File: src/rtl/cpu_pkg.sv
// Shared definitions for the accumulator execution stage and its data register:
// opcode values, FSM state encoding and default datapath widths.
package cpu_pkg;

    localparam int DEF_WIDTH = 16;
    localparam int DEF_AW    = 4;

    localparam logic [3:0] OP_NOP = 4'h0;
    localparam logic [3:0] OP_LDA = 4'h1;
    localparam logic [3:0] OP_ADD = 4'h2;
    localparam logic [3:0] OP_SUB = 4'h3;
    localparam logic [3:0] OP_AND = 4'h4;
    localparam logic [3:0] OP_OR  = 4'h5;
    localparam logic [3:0] OP_XOR = 4'h6;
    localparam logic [3:0] OP_MUL = 4'h7;
    localparam logic [3:0] OP_SHL = 4'h8;
    localparam logic [3:0] OP_SHR = 4'h9;
    localparam logic [3:0] OP_OUT = 4'hA;
    localparam logic [3:0] OP_CLR = 4'hB;

    typedef enum logic [1:0] {
        ST_IDLE,
        ST_FETCH,
        ST_EXEC,
        ST_MUL
    } state_t;

    // NOP, OUT and the unused codes C-F leave the accumulator and flags alone.
    function automatic logic writesAcc(input logic [3:0] op);
        return ((op >= OP_LDA) && (op <= OP_SHR)) || (op == OP_CLR);
    endfunction

endpackage

File: src/rtl/accumulator_alu.sv
// Combinational single-cycle ALU: computes the new accumulator value and carry
// for every opcode except MUL, which is iterated by the top-level FSM.
module accumulator_alu
    import cpu_pkg::*;
#(
    parameter int WIDTH = DEF_WIDTH
) (
    input  logic [3:0]       i_op,
    input  logic [WIDTH-1:0] i_acc,
    input  logic [WIDTH-1:0] i_operand,
    output logic [WIDTH-1:0] o_result,
    output logic             o_carry
);

    logic [WIDTH:0] w_sum;

    assign w_sum = {1'b0, i_acc} + {1'b0, i_operand};

    // Non-writing opcodes pass the accumulator through with carry cleared.
    always_comb begin
        o_result = i_acc;
        o_carry  = 1'b0;
        case (i_op)
            OP_LDA: o_result = i_operand;
            OP_ADD: begin
                o_result = w_sum[WIDTH-1:0];
                o_carry  = w_sum[WIDTH];
            end
            OP_SUB: begin
                o_result = i_acc - i_operand;
                o_carry  = (i_acc < i_operand);
            end
            OP_AND: o_result = i_acc & i_operand;
            OP_OR:  o_result = i_acc | i_operand;
            OP_XOR: o_result = i_acc ^ i_operand;
            OP_SHL: begin
                o_result = {i_acc[WIDTH-2:0], 1'b0};
                o_carry  = i_acc[WIDTH-1];
            end
            OP_SHR: begin
                o_result = {1'b0, i_acc[WIDTH-1:1]};
                o_carry  = i_acc[0];
            end
            OP_CLR: o_result = '0;
            default: begin
                o_result = i_acc;
                o_carry  = 1'b0;
            end
        endcase
    end

endmodule

File: src/rtl/accumulator_unit.sv
// Accumulator execution stage: fetches an operand from the data register,
// then runs a single-cycle ALU op or a 16-iteration shift-add multiply.
module accumulator_unit
    import cpu_pkg::*;
#(
    parameter int WIDTH = DEF_WIDTH,
    parameter int AW    = DEF_AW
) (
    input  logic             clk,
    input  logic             reset,
    input  logic             start,
    input  logic [3:0]       opcode,
    input  logic [AW-1:0]    operand_addr,
    input  logic [WIDTH-1:0] data_in,
    output logic [AW-1:0]    mem_addr,
    output logic [WIDTH-1:0] acc,
    output logic [WIDTH-1:0] out_reg,
    output logic             busy,
    output logic             done,
    output logic             zero,
    output logic             carry
);

    localparam logic [3:0] MUL_LAST = 4'(WIDTH - 1);

    state_t           r_state;
    logic [3:0]       r_opcode;
    logic [AW-1:0]    r_mem_addr;
    logic [WIDTH-1:0] r_operand;
    logic [WIDTH-1:0] r_acc;
    logic [WIDTH-1:0] r_out_reg;
    logic [WIDTH-1:0] r_product;
    logic [WIDTH-1:0] r_mcand;
    logic [3:0]       r_count;
    logic             r_busy;
    logic             r_done;
    logic             r_zero;
    logic             r_carry;

    logic [WIDTH-1:0] w_alu_result;
    logic             w_alu_carry;
    logic [WIDTH-1:0] w_product_next;

    accumulator_alu #(
        .WIDTH(WIDTH)
    ) u_alu (
        .i_op     (r_opcode),
        .i_acc    (r_acc),
        .i_operand(r_operand),
        .o_result (w_alu_result),
        .o_carry  (w_alu_carry)
    );

    // Only the low WIDTH bits of the product are ever kept, so the partial
    // product and the shifted multiplicand need no extra width.
    assign w_product_next = r_product + (r_operand[0] ? r_mcand : '0);

    always_ff @(posedge clk) begin
        if (reset) begin
            r_state    <= ST_IDLE;
            r_opcode   <= '0;
            r_mem_addr <= '0;
            r_operand  <= '0;
            r_acc      <= '0;
            r_out_reg  <= '0;
            r_product  <= '0;
            r_mcand    <= '0;
            r_count    <= '0;
            r_busy     <= 1'b0;
            r_done     <= 1'b0;
            r_zero     <= 1'b0;
            r_carry    <= 1'b0;
        end else begin
            r_done <= 1'b0;
            case (r_state)
                ST_IDLE: begin
                    if (start) begin
                        r_opcode   <= opcode;
                        r_mem_addr <= operand_addr;
                        r_busy     <= 1'b1;
                        r_state    <= ST_FETCH;
                    end
                end
                ST_FETCH: begin
                    r_operand <= data_in;
                    if (r_opcode == OP_MUL) begin
                        r_product <= '0;
                        r_count   <= '0;
                        r_mcand   <= r_acc;
                        r_state   <= ST_MUL;
                    end else begin
                        r_state <= ST_EXEC;
                    end
                end
                ST_EXEC: begin
                    if (writesAcc(r_opcode)) begin
                        r_acc   <= w_alu_result;
                        r_zero  <= (w_alu_result == '0);
                        r_carry <= w_alu_carry;
                    end
                    if (r_opcode == OP_OUT) begin
                        r_out_reg <= r_acc;
                    end
                    r_done  <= 1'b1;
                    r_busy  <= 1'b0;
                    r_state <= ST_IDLE;
                end
                ST_MUL: begin
                    r_product <= w_product_next;
                    r_mcand   <= {r_mcand[WIDTH-2:0], 1'b0};
                    r_operand <= {1'b0, r_operand[WIDTH-1:1]};
                    r_count   <= r_count + 4'd1;
                    if (r_count == MUL_LAST) begin
                        r_acc   <= w_product_next;
                        r_zero  <= (w_product_next == '0);
                        r_carry <= 1'b0;
                        r_done  <= 1'b1;
                        r_busy  <= 1'b0;
                        r_state <= ST_IDLE;
                    end
                end
                default: r_state <= ST_IDLE;
            endcase
        end
    end

    assign mem_addr = r_mem_addr;
    assign acc      = r_acc;
    assign out_reg  = r_out_reg;
    assign busy     = r_busy;
    assign done     = r_done;
    assign zero     = r_zero;
    assign carry    = r_carry;

endmodule

File: config.mk
export PLATFORM = sky130hd
export DESIGN_NAME = accumulator_unit
export DESIGN_NICKNAME = d
export VERILOG_FILES = /design/src/rtl/cpu_pkg.sv /design/src/rtl/accumulator_alu.sv /design/src/rtl/accumulator_unit.sv
export SDC_FILE = /design/constraint.sdc
export NUM_CORES = 1
export LEC_CHECK = 0
export BUFFER_PORTS_ARGS = -buffer_cell sky130_fd_sc_hd__buf_2
export CAP_MARGIN = 25
export CORE_ASPECT_RATIO = 0.75
export CORE_MARGIN = 10
export CORE_UTILIZATION = 51
export CTS_CLUSTER_DIAMETER = 120
export CTS_CLUSTER_SIZE = 40
export DETAILED_ROUTE_END_ITERATION = 8
export PLACE_DENSITY = 0.7
export SLEW_MARGIN = 25
export SYNTH_ARGS = -nofsm -noshare
export SYNTH_HDL_FRONTEND = slang
export SYNTH_SLANG_ARGS = --single-unit
File: constraint.sdc
create_clock -name clk -period 7.9 [get_ports clk]
set_input_delay 0.79 -clock clk [delete_from_list [all_inputs] [get_ports clk]]
set_output_delay 0.79 -clock clk [all_outputs]
set_load 0.005 [all_outputs]
==> impl_metrics.json <==
{
  "postLayoutSetupSlackWorst_ps": 3960,
  "ant_nets": 0,
  "port-buffer-count": 66,
  "synth.distinct_cells": 94,
  "rows": 39,
  "hold_viol": 0,
  "crit_required_ps": 8160,
  "cp_slowest_cell": "dfxtp_1",
  "layout_min_cycle_time_ps": 3940,
  "rsz0062_at_grt": "no",
  "finalClockSkew_ps": 14.2,
  "drt_wl_total_um": 27300,
  "drtIter0Drc": 986,
  "hold_class": "flop to flop",
  "h-tree-depth": 3,
  "power_leakage_nw": 3.54,
  "die_height_um": 129,
  "synth_top_area_share_pct": 24.1,
  "first_pass_iters": 8,
  "grt_pass1_wl_um": 42700,
  "place_hpwl_um": 20200,
  "cts_tree": "done",
  "slew_viol_final": 0,
  "outcome": "finished clean",
  "netlist_top_cells_count": "nor2_1 (143), nand2_1 (126), dfxtp_1 (98)",
  "end_kind": "flop",
  "setup_tns_ps": 0,
  "overflow": 0,
  "drc": 0,
  "fin_crit_sh_pct": 49.9,
  "cts_buffers": 9,
  "worst_slew_pin_slew_ps": 997,
  "yosys.area.top_type": "dfxtp_1",
  "total_power_mw": 1.31,
  "seq_area_frac_synth_pct": 24.1,
  "place.gp.congestion": 1.01,
  "setup_viol": 0,
  "worstReg2RegStart": "r_operand[0]",
  "cp-startpoint": "r_operand[0]",
  "synthesis.nets": 1179,
  "pin_count": 67,
  "dp_worst_setup_slack_ps": 4060,
  "nNetsFinal": 1195,
  "hp-start": "mem_addr[0]",
  "die_w_um": 166,
  "die-area_um2": 21500,
  "irDropWorstVdd_v": 0.000119,
  "wl_per_cell_um": 20.9,
  "ys_seq_elements": 98,
  "synth-warning-count": 0,
  "grt_use_total_pct": 24.4,
  "drive_above_1_share_pct": 12.8,
  "cts_hold_buf": 0,
  "path_cells": "ha_1 -> inv_1 -> fa_1 -> nor3b_2 -> o31a_2 -> o21ba_1 -> a221oi_1 -> mux2i_1 -> o221ai_1 -> a2111oi_2 -> o2111ai_1 -> o31ai_2",
  "grt_max_degree": 88,
  "ys_top_cells_by_area": "dfxtp_1 (24%), ha_1 (10%), nor2_1 (6.6%), a21oi_1 (5.9%), nand2_1 (5.8%)",
  "critical_path_class": "flop to flop",
  "startpoint_type": "flop",
  "clock_path_buffers": 2,
  "syn_avg_cell_area_um2": 7.52,
  "fmax_ghz": 0.254,
  "maxCapViolations": 0,
  "cp_slowest_stage_delay_ps": 690,
  "clkTransAtPathRegs_ps": 80,
  "p_per_area_nw_per_um2": 149,
  "whs_ps": 456,
  "antenna_cells": 0,
  "coreArea_um2": 15400,
  "vias": 8297,
  "slew_headroom_pct": 33.2,
  "cp.arrival_ps": 4200,
  "async_flop_share_pct": 0,
  "post-cts-setup-buffers": 0,
  "clkSinkCount": 98,
  "clk_latency_ps": 360,
  "final_util_pct": 57.0,
  "ys.flop_type": "dfxtp_1",
  "syn_to_final_growth_pct": 7.90,
  "cts_resized": 0,
  "cts-root-buf": "clkbuf_16",
  "syn_area_um2": 8140,
  "grt_pass1_vias": 7424,
  "start_util_pct": 52.8,
  "synth_edf_count": 0,
  "synthCells": 1082,
  "via_per_inst": 6.34,
  "cp_max_fo": 21,
  "synth_most_common_cell": "nor2_1",
  "antenna_found_initial": 0
}
-- logic make-up (layout without fill, tap and decap cells) --
| kind of cell | Yosys count | count (layout) | share of synthesized area, % |
|---|---|---|---|
| mux | 29 | 29 | 3.58 |
| fa+ha+maj | 70 | 70 | 11.0 |
| xor+xnor | 21 | 21 | 2.26 |
| flops | 98 | 98 | 24.1 |
| buf+inv | 131 | 152 | 7.28 |
| simple gates | 407 | 407 | 23.9 |
| compound gates | 326 | 326 | 27.9 |
-- cell usage in the layout (no fill, tap or decap), drive strengths merged, types with 22 or more instances in the layout --
cell	n
and2	22
ha	67
dfxtp	98
inv	60
o21ai	44
a211oi	29
mux2i	28
buf	80
nor2	144
nand2	129
a21oi	97
-- power by group --
part | total (mW) | leakage, nW | internal [mW] | switching (mW)
sequential | 0.531 | 0.795 | 0.507 | 0.0238
combinational | 0.311 | 2.59 | 0.111 | 0.201
clock | 0.469 | 0.156 | 0.255 | 0.215
-- worst paths after layout --
path	to	slack, ps	cells after the start
worst max-delay path	zero	3960	12
worst min-delay path	mem_addr[0]	460	2
worst max register to register	zero	3960	12
worst min register to register	mem_addr[0]	460	2
-- stage by stage --
stage / cells / area (um^2)
after detailed placement: 1292 / 8470
after global placement: 1292 / 8470
after global routing: 1308 / 8780
after CTS: 1308 / 8780
after floorplan: 1082 / 8140
final: 1308 / 8780
-- critical path, delay by kind of cell (launching register included) --
| kind | cells | cell delay (ps) |
|---|---|---|
| simple gates | 1 | 180 |
| compound gates | 7 | 2020 |
| fa+ha+maj | 2 | 680 |
| mux | 1 | 220 |
| buf+inv | 1 | 60 |
| flops | 1 | 690 |
-- layout make-up --
class,instances,area [um^2]
flip-flops and latches,98,1960
well taps,205,256
clock buffers,9,225
repair buffers,80,438
multi-input cells,853,5600
clock inverters,7,90.1
inverters,56,210
fillers,1522,6640
-- routing by layer --
| metal | up-vias | GRT usage (%) | wire length, um |
|---|---|---|---|
| met1 | 3863 | 37.0 | 13100 |
| met4 | 0 | 6.19 | 540 |
| met3 | 51 | 5.74 | 3200 |
| met2 | 454 | 33.2 | 10500 |
| met5 | - | 0 | 0 |
| li1 | 3929 | - | - |
Power figures use the tool's default switching activity.
